**config.mk**
```make
export PLATFORM = sky130hd
export DESIGN_NAME = if_id_buffer
export DESIGN_NICKNAME = d
export VERILOG_FILES = /design/src/rtl/pipe_pkg.sv /design/src/rtl/if_id_buffer.sv
export SDC_FILE = /design/constraint.sdc
export NUM_CORES = 1
export LEC_CHECK = 0
export BUFFER_PORTS_ARGS = -buffer_cell sky130_fd_sc_hd__buf_2
export CORE_ASPECT_RATIO = 0.7
export CORE_UTILIZATION = 30
export CTS_CLUSTER_DIAMETER = 150
export CTS_CLUSTER_SIZE = 24
export DETAILED_ROUTE_END_ITERATION = 10
export GPL_ROUTABILITY_DRIVEN = 1
export GPL_TIMING_DRIVEN = 0
export HOLD_SLACK_MARGIN = 0.15
export PLACE_DENSITY_LB_ADDON = 0.2
export SETUP_SLACK_MARGIN = 0.1
export SLEW_MARGIN = 15
export SYNTH_ARGS = -nofsm -noshare
export SYNTH_HDL_FRONTEND = slang
export SYNTH_SLANG_ARGS = --single-unit
```
**constraint.sdc**
```tcl
create_clock -name i_clk -period 17.65 [get_ports i_clk]
set_input_delay 0.8825 -clock i_clk [delete_from_list [all_inputs] [get_ports i_clk]]
set_output_delay 0.8825 -clock i_clk [all_outputs]
set_load 0.1 [all_outputs]
```
**src/rtl/pipe_pkg.sv**
```systemverilog
// Shared pipeline types and constants for the RV32I front end.
// Holds the IF/ID entry layout and the values the buffer drives when empty.
package pipe_pkg;

    typedef struct packed {
        logic [31:0] pc;
        logic [31:0] instr;
    } if_id_entry_t;

    // addi x0, x0, 0
    localparam logic [31:0] RV_NOP = 32'h0000_0013;

    localparam logic [31:0] IF_ID_PC_RESET    = 32'h0000_0000;
    localparam logic [31:0] IF_ID_INSTR_RESET = RV_NOP;

endpackage

```
**src/rtl/if_id_buffer.sv**
```systemverilog
// In-order queue between fetch and decode: back-pressures fetch when full,
// presents the oldest {pc, instr} to decode and drops everything on a redirect.
module if_id_buffer
    import pipe_pkg::*;
#(
    parameter int unsigned DEPTH = 2,
    parameter logic [31:0] NOP   = RV_NOP
) (
    input  logic                     i_clk,
    input  logic                     i_reset,
    input  logic [31:0]              i_pc,
    input  logic [31:0]              i_instr,
    input  logic                     i_valid,
    output logic                     o_if_ready,
    input  logic                     i_flush,
    output logic [31:0]              o_pc,
    output logic [31:0]              o_instr,
    output logic                     o_valid,
    input  logic                     i_id_ready,
    output logic [$clog2(DEPTH):0]   o_count
);

    localparam int unsigned PW = $clog2(DEPTH);
    localparam int unsigned CW = PW + 1;
    localparam logic [CW-1:0] FULL = CW'(DEPTH);

    if_id_entry_t    mem_q [DEPTH];
    logic [PW-1:0]   wr_ptr_q;
    logic [PW-1:0]   rd_ptr_q;
    logic [CW-1:0]   count_q;
    logic [CW-1:0]   count_d;
    logic            push;
    logic            pop;

    // Ready and valid come from the registered count only, so there is no
    // combinational path from decode's ready back into fetch.
    assign o_valid    = (count_q != '0);
    assign o_if_ready = (count_q != FULL);
    assign o_count    = count_q;

    assign push = i_valid && o_if_ready && !i_flush;
    assign pop  = o_valid && i_id_ready && !i_flush;

    always_comb begin
        count_d = count_q;
        unique case ({push, pop})
            2'b10:   count_d = count_q + 1'b1;
            2'b01:   count_d = count_q - 1'b1;
            default: count_d = count_q;
        endcase
    end

    always_ff @(posedge i_clk or negedge i_reset) begin
        if (!i_reset) begin
            wr_ptr_q <= '0;
            rd_ptr_q <= '0;
            count_q  <= '0;
        end else if (i_flush) begin
            wr_ptr_q <= '0;
            rd_ptr_q <= '0;
            count_q  <= '0;
        end else begin
            if (push) wr_ptr_q <= wr_ptr_q + 1'b1;
            if (pop)  rd_ptr_q <= rd_ptr_q + 1'b1;
            count_q <= count_d;
        end
    end

    // Storage is not reset or cleared on flush; the count alone marks validity.
    always_ff @(posedge i_clk) begin
        if (push) mem_q[wr_ptr_q] <= '{pc: i_pc, instr: i_instr};
    end

    always_comb begin
        o_pc    = IF_ID_PC_RESET;
        o_instr = NOP;
        if (o_valid) begin
            o_pc    = mem_q[rd_ptr_q].pc;
            o_instr = mem_q[rd_ptr_q].instr;
        end
    end

endmodule

```
# ---- Word-level counts from Yosys, hierarchy flattened
# Memory sizes are Yosys's and may differ from the RTL's.
# Index checks and enable logic that the tools add are counted.
dict set report classes {
  addsub 4
  n_eq_ne 3
  muxes 10
  n_reduce_logical 9
}
# cell n
set op_table {}
lappend op_table {{$mux 32} 2}
lappend op_table {{$mux 1} 6}
lappend op_table {{$reduce_bool 2->1} 3}
lappend op_table {{$logic_and 1x1->1} 4}
lappend op_table {{$pmux 2 s2} 1}
lappend op_table {{$reduce_bool 3->1} 1}
lappend op_table {{$add 1x1->1 const B} 2}
lappend op_table {{$add 2x1->2 const B} 1}
lappend op_table {{$eq 2x1->1 const B} 1}
lappend op_table {{$eq 2x2->1 const B} 1}
lappend op_table {{$mux 2} 1}
lappend op_table {{$ne 2x2->1 const B} 1}
lappend op_table {{$sub 2x1->2 const B} 1}
lappend op_table {{$logic_not 1->1} 1}
dict set report totals {
  regBits 4
  ram_bits 128
  elab_cells 30
  n_memories 1
}
# name words width rd rd_ports_with_merged_regs wr line
set memory_table {}
lappend memory_table {mem_q 2 64 1 0 1 if_id_buffer.sv:27} ;# if_id_entry_t mem_q [DEPTH];

# ---- Depth between registers and ports, before layout
dict set report depth {
  depth_word 6
  depth_mapped 4
  ltp_nobuf 4
}

# ---- Worst setup path before layout
# Ideal clock, no wire load.
dict set report synth_timing {
  path_kind {register to register}
  from {register count_q[0] (netlist: o_count[0])}
  to {memory mem_q[1][0] in the netlist's numbering, enable pin}
  t_arrival_ns 6.377
  setup_slack_ns 10.695
  stages_incl_launch_ff 5
  n_path_buf 0
  synth_period_minus_slack_ns 6.955
  path_cell_list {dfrtp_1 > nor2b_2 > inv_2 > nand2_1 > nor3b_1}
}
dict set report synth_via {
  elab_chain_cells 5
}
# element line
set synth_lines {}
lappend synth_lines {{start, declared} if_id_buffer.sv:30} ;# logic [CW-1:0] count_q;
lappend synth_lines {{start signal, assigned} if_id_buffer.sv:65} ;# count_q <= count_d;
lappend synth_lines {{$ne 2x2->1} if_id_buffer.sv:38} ;# assign o_if_ready = (count_q != FULL);
lappend synth_lines {{net o_if_ready} if_id_buffer.sv:14} ;# output logic o_if_ready,
lappend synth_lines {{$logic_and 1x1->1 (2 in a row)} if_id_buffer.sv:41} ;# assign push = i_valid && o_if_ready && !i_flush;
lappend synth_lines {{$mux 1} if_id_buffer.sv:71} ;# if (push) mem_q[wr_ptr_q] <= '{pc: i_pc, instr: i_instr};
lappend synth_lines {{$mux 1 (not written as such)} if_id_buffer.sv:71}
lappend synth_lines {{end, declared} if_id_buffer.sv:27}
# The timed path passes the listed nets, and every way through them passes these cells.

# ---- Worst setup path in the final report
dict set report layout_timing {
  from {register count_q[0] (netlist: o_count[0])}
  to {output o_pc[18]}
}
dict set report layout_via {
  elab_chain_cells 2
}
# element line
set layout_lines {}
lappend layout_lines {{$reduce_bool 2->1} if_id_buffer.sv:37} ;# assign o_valid = (count_q != '0);
lappend layout_lines {{$mux 32} if_id_buffer.sv:77} ;# if (o_valid) begin
lappend layout_lines {{end, declared} if_id_buffer.sv:16} ;# output logic [31:0] o_pc,
# Every way passes these cells.

==> metrics.yaml <==
status:
  outcome: "finished, final reports clean"
floorplan:
  die_area_sq_um: 17300
  num_rows: 39
  start_util: 0.308
  ios: 137
  die-width_um: 157
  die_h_um: 110
  core-area_sq_um: 16400
clock_tree:
  root_buffer: "clkbuf_16"
  cts_buffer_depth: 2
  clkLatencyLatePin_ns: 0.41
  ctsHoldBuffers: 0
  post_cts_buffers: 0
  ctsResizeCount: 0
  cts.sinks: 132
  clkTransAtPathRegs_ns: 0.05
  cts_tree: "done"
  htreeDepth: 4
  cts_buffers: 17
timing:
  rsz0062_at_grt: "false"
  skew_ns: 0.00734
  whs_ns: 0.279
  relSlewSlack: 0.574
  report.final.setup_viol: 0
  fmax_ghz: 0.329
  slew_viol_final: 0
  period_share: 0.172
  setup_tns_ns: 0
  post-route-min-period_ns: 3.04
  worstMarginPinSlew_ns: 0.635
  hold_violations: 0
pwr:
  p_int_uw: 578
  power.leakage_uw: 0.00255
  irDropWorstVdd_mv: 0.0569
  power_density_nw_per_um2: 125
  pwr-share-clk: 0.377
  swShare: 0.306
  power_uw: 834
  combPwrFrac: 0.191
  seqPwrFrac: 0.432
  switching_power_uw: 255
cells_and_area:
  fin_nets: 534
  num-fill-cells: 1584
  postLayoutCoreUtil: 0.405
  n_antenna_cell: 0
  drive_gt1_frac: 0.404
  area_growth_pct: 31.8
route:
  first_pass_iters: 4
  drc_errors: 0
  routed_wl_um: 10500
  via_count: 2997
  drt-initial-drc-count: 127
  antenna_left: 0
  drt-wirelength-per-cell_um: 15.0
  viasPerCell: 4.26
synthesis:
  yosysSeqAreaShare: 0.782
  synth.area.top_cells: "edfxtp_1 (76%), mux2i_1 (13%), nor2_1 (4.6%), dfrtp_1 (2.0%), buf_4 (0.89%)"
  yosysTopAreaCell: "edfxtp_1"
  ys_warn_count: 0
  async_flop_share: 0.0303
  syn_area_sq_um: 5040
  synth-main-ff-cell: "edfxtp_1"
  synth_top_area_share: 0.762
  synth_cell_types: 21
  ys_seq_elements: 132
  avgSynthCellArea_sq_um: 17.0
  syn_nets: 365
  synth_edf_count: 128
  syn_inst: 296
global_route:
  grt_first_pass_wirelength_um: 16300
  met1_usage: 0.153
  grt_max_degree: 17
  grt.total_usage: 0.129
  grt_pass1_vias: 3090
  grt_overflow: 0
  grt_use_met3: 0.0510
  grt-busiest-layer: "met2"
  grtUsageMet2: 0.202
  antenna_found_initial: 1
place:
  place.gp.congestion: 0.721
  io_buffers: 136
  place_hpwl_um: 7400
setup_path:
  crit_top_cell: "buf_2"
  critPathLaunchType: "flop"
  cp_max_fo: 10
  critPathArrivalTime_ns: 2.16
  cp_slowest_cell: "nor2_2"
  cp.required_ns: 16.77
  path_buf_inv: 2
  crit_path_end_kind: "output pin"
  slowest_delay_ns: 0.52
  cpLargestDelayFamily: "buffers and inverters"
  worstSetupPathType: "reg2out"
  crit_chain: "nor2_2 -> buf_2 -> nor2_1 -> buf_2"
job:
  max_cap_violations: 0
hold_path:
  hp-class: "in2async"
==> power by group through the flow <==
| stage | clock network [uW] | logic, uW | registers (uW) |
|---|---|---|---|
| global placement | 0 | 157 | 369 |
| finish | 314 | 159 | 360 |
| floorplan | 0 | 125 | 369 |
| CTS | 324 | 161 | 360 |
| detailed placement | 0 | 161 | 366 |
| global route | 336 | 167 | 361 |
==> layer usage <==
layer  part of all wire  wire, um  up-vias
li1                   -         -     1440
met2               0.46      4800      100
met5             0.0016        17        -
met3              0.074       785       18
met1               0.45      4740     1437
met4              0.019       197        2
==> cell type report <==
class                      instances  area [sq um]  share of cell area
clock inverter                    12          90.1              0.0136
multi-input combinational        148          1020               0.153
clock buffer                      20           437              0.0657
buffer                            13          80.1              0.0120
tap                              225           282              0.0424
timing repair buffer             150           786               0.118
inverter                           3          11.3             0.00169
sequential                       132          3940               0.593
==> registers in the layout, indices dropped and copies added (netlist names) <==
signal and count:
mem_q 128, o_count 2, rd_ptr_q 1, wr_ptr_q 1
==> cell families after synthesis <==
family,synth area share
simple gates,0.0600
flops,0.782
buf+inv,0.0181
xor+xnor,0.00174
compound gates,0.00893
mux,0.129
==> layout by cell type (no fill, tap or decap), types with 2 or more instances in the layout <==
| master | instances |
|---|---|
| buf_2 | 143 |
| edfxtp_1 | 128 |
| mux2i_1 | 65 |
| nor2_1 | 62 |
| buf_4 | 20 |
| clkbuf_16 | 17 |
| clkinv_1 | 5 |
| nand2_1 | 4 |
| a21oi_1 | 4 |
| dfrtp_1 | 4 |
| clkbuf_1 | 3 |
| clkinvlp_4 | 3 |
| inv_1 | 2 |
| o21ai_0 | 2 |
| clkinv_2 | 2 |
==> synth_stat cells (2+ instances only) <==
master and n:
buf_2 7, nand2_1 4, buf_4 6, nor3b_1 2
edfxtp_1 128, nor2_1 62, a21oi_1 4, inv_1 2
o21ai_0 2, dfrtp_1 4, mux2i_1 65
==> worst paths after layout <==
check                                       startpoint                      to  slack, ns  cells after the start
worst min register to register    wr_ptr_q$_DFFE_PN0P_    wr_ptr_q$_DFFE_PN0P_       0.60                      2
min in group i_clk                wr_ptr_q$_DFFE_PN0P_    wr_ptr_q$_DFFE_PN0P_       0.60                      2
max in group asynchronous                      i_reset  o_count[1]$_DFFE_PN0P_      17.24                      1
worst max register to register  o_count[1]$_DFFE_PN0P_  mem_q[1][38]$_DFFE_PP_      15.39                      6
worst min-delay path                           i_reset  o_count[0]$_DFFE_PN0P_       0.28                      1
worst max-delay path            o_count[0]$_DFFE_PN0P_                o_pc[18]      14.61                      4
==> stage by stage <==
step / area [sq um] / setup WS (ns) / cells
finish: 6650 / 14.61 / 703
global route: 6650 / 14.48 / 703
CTS: 6650 / 14.53 / 703
detailed placement: 6120 / 14.98 / 671
global placement: 6000 / 8.27 / 657
floorplan: 5040 / 10.70 / 296
(Power assumes the default switching activity.)
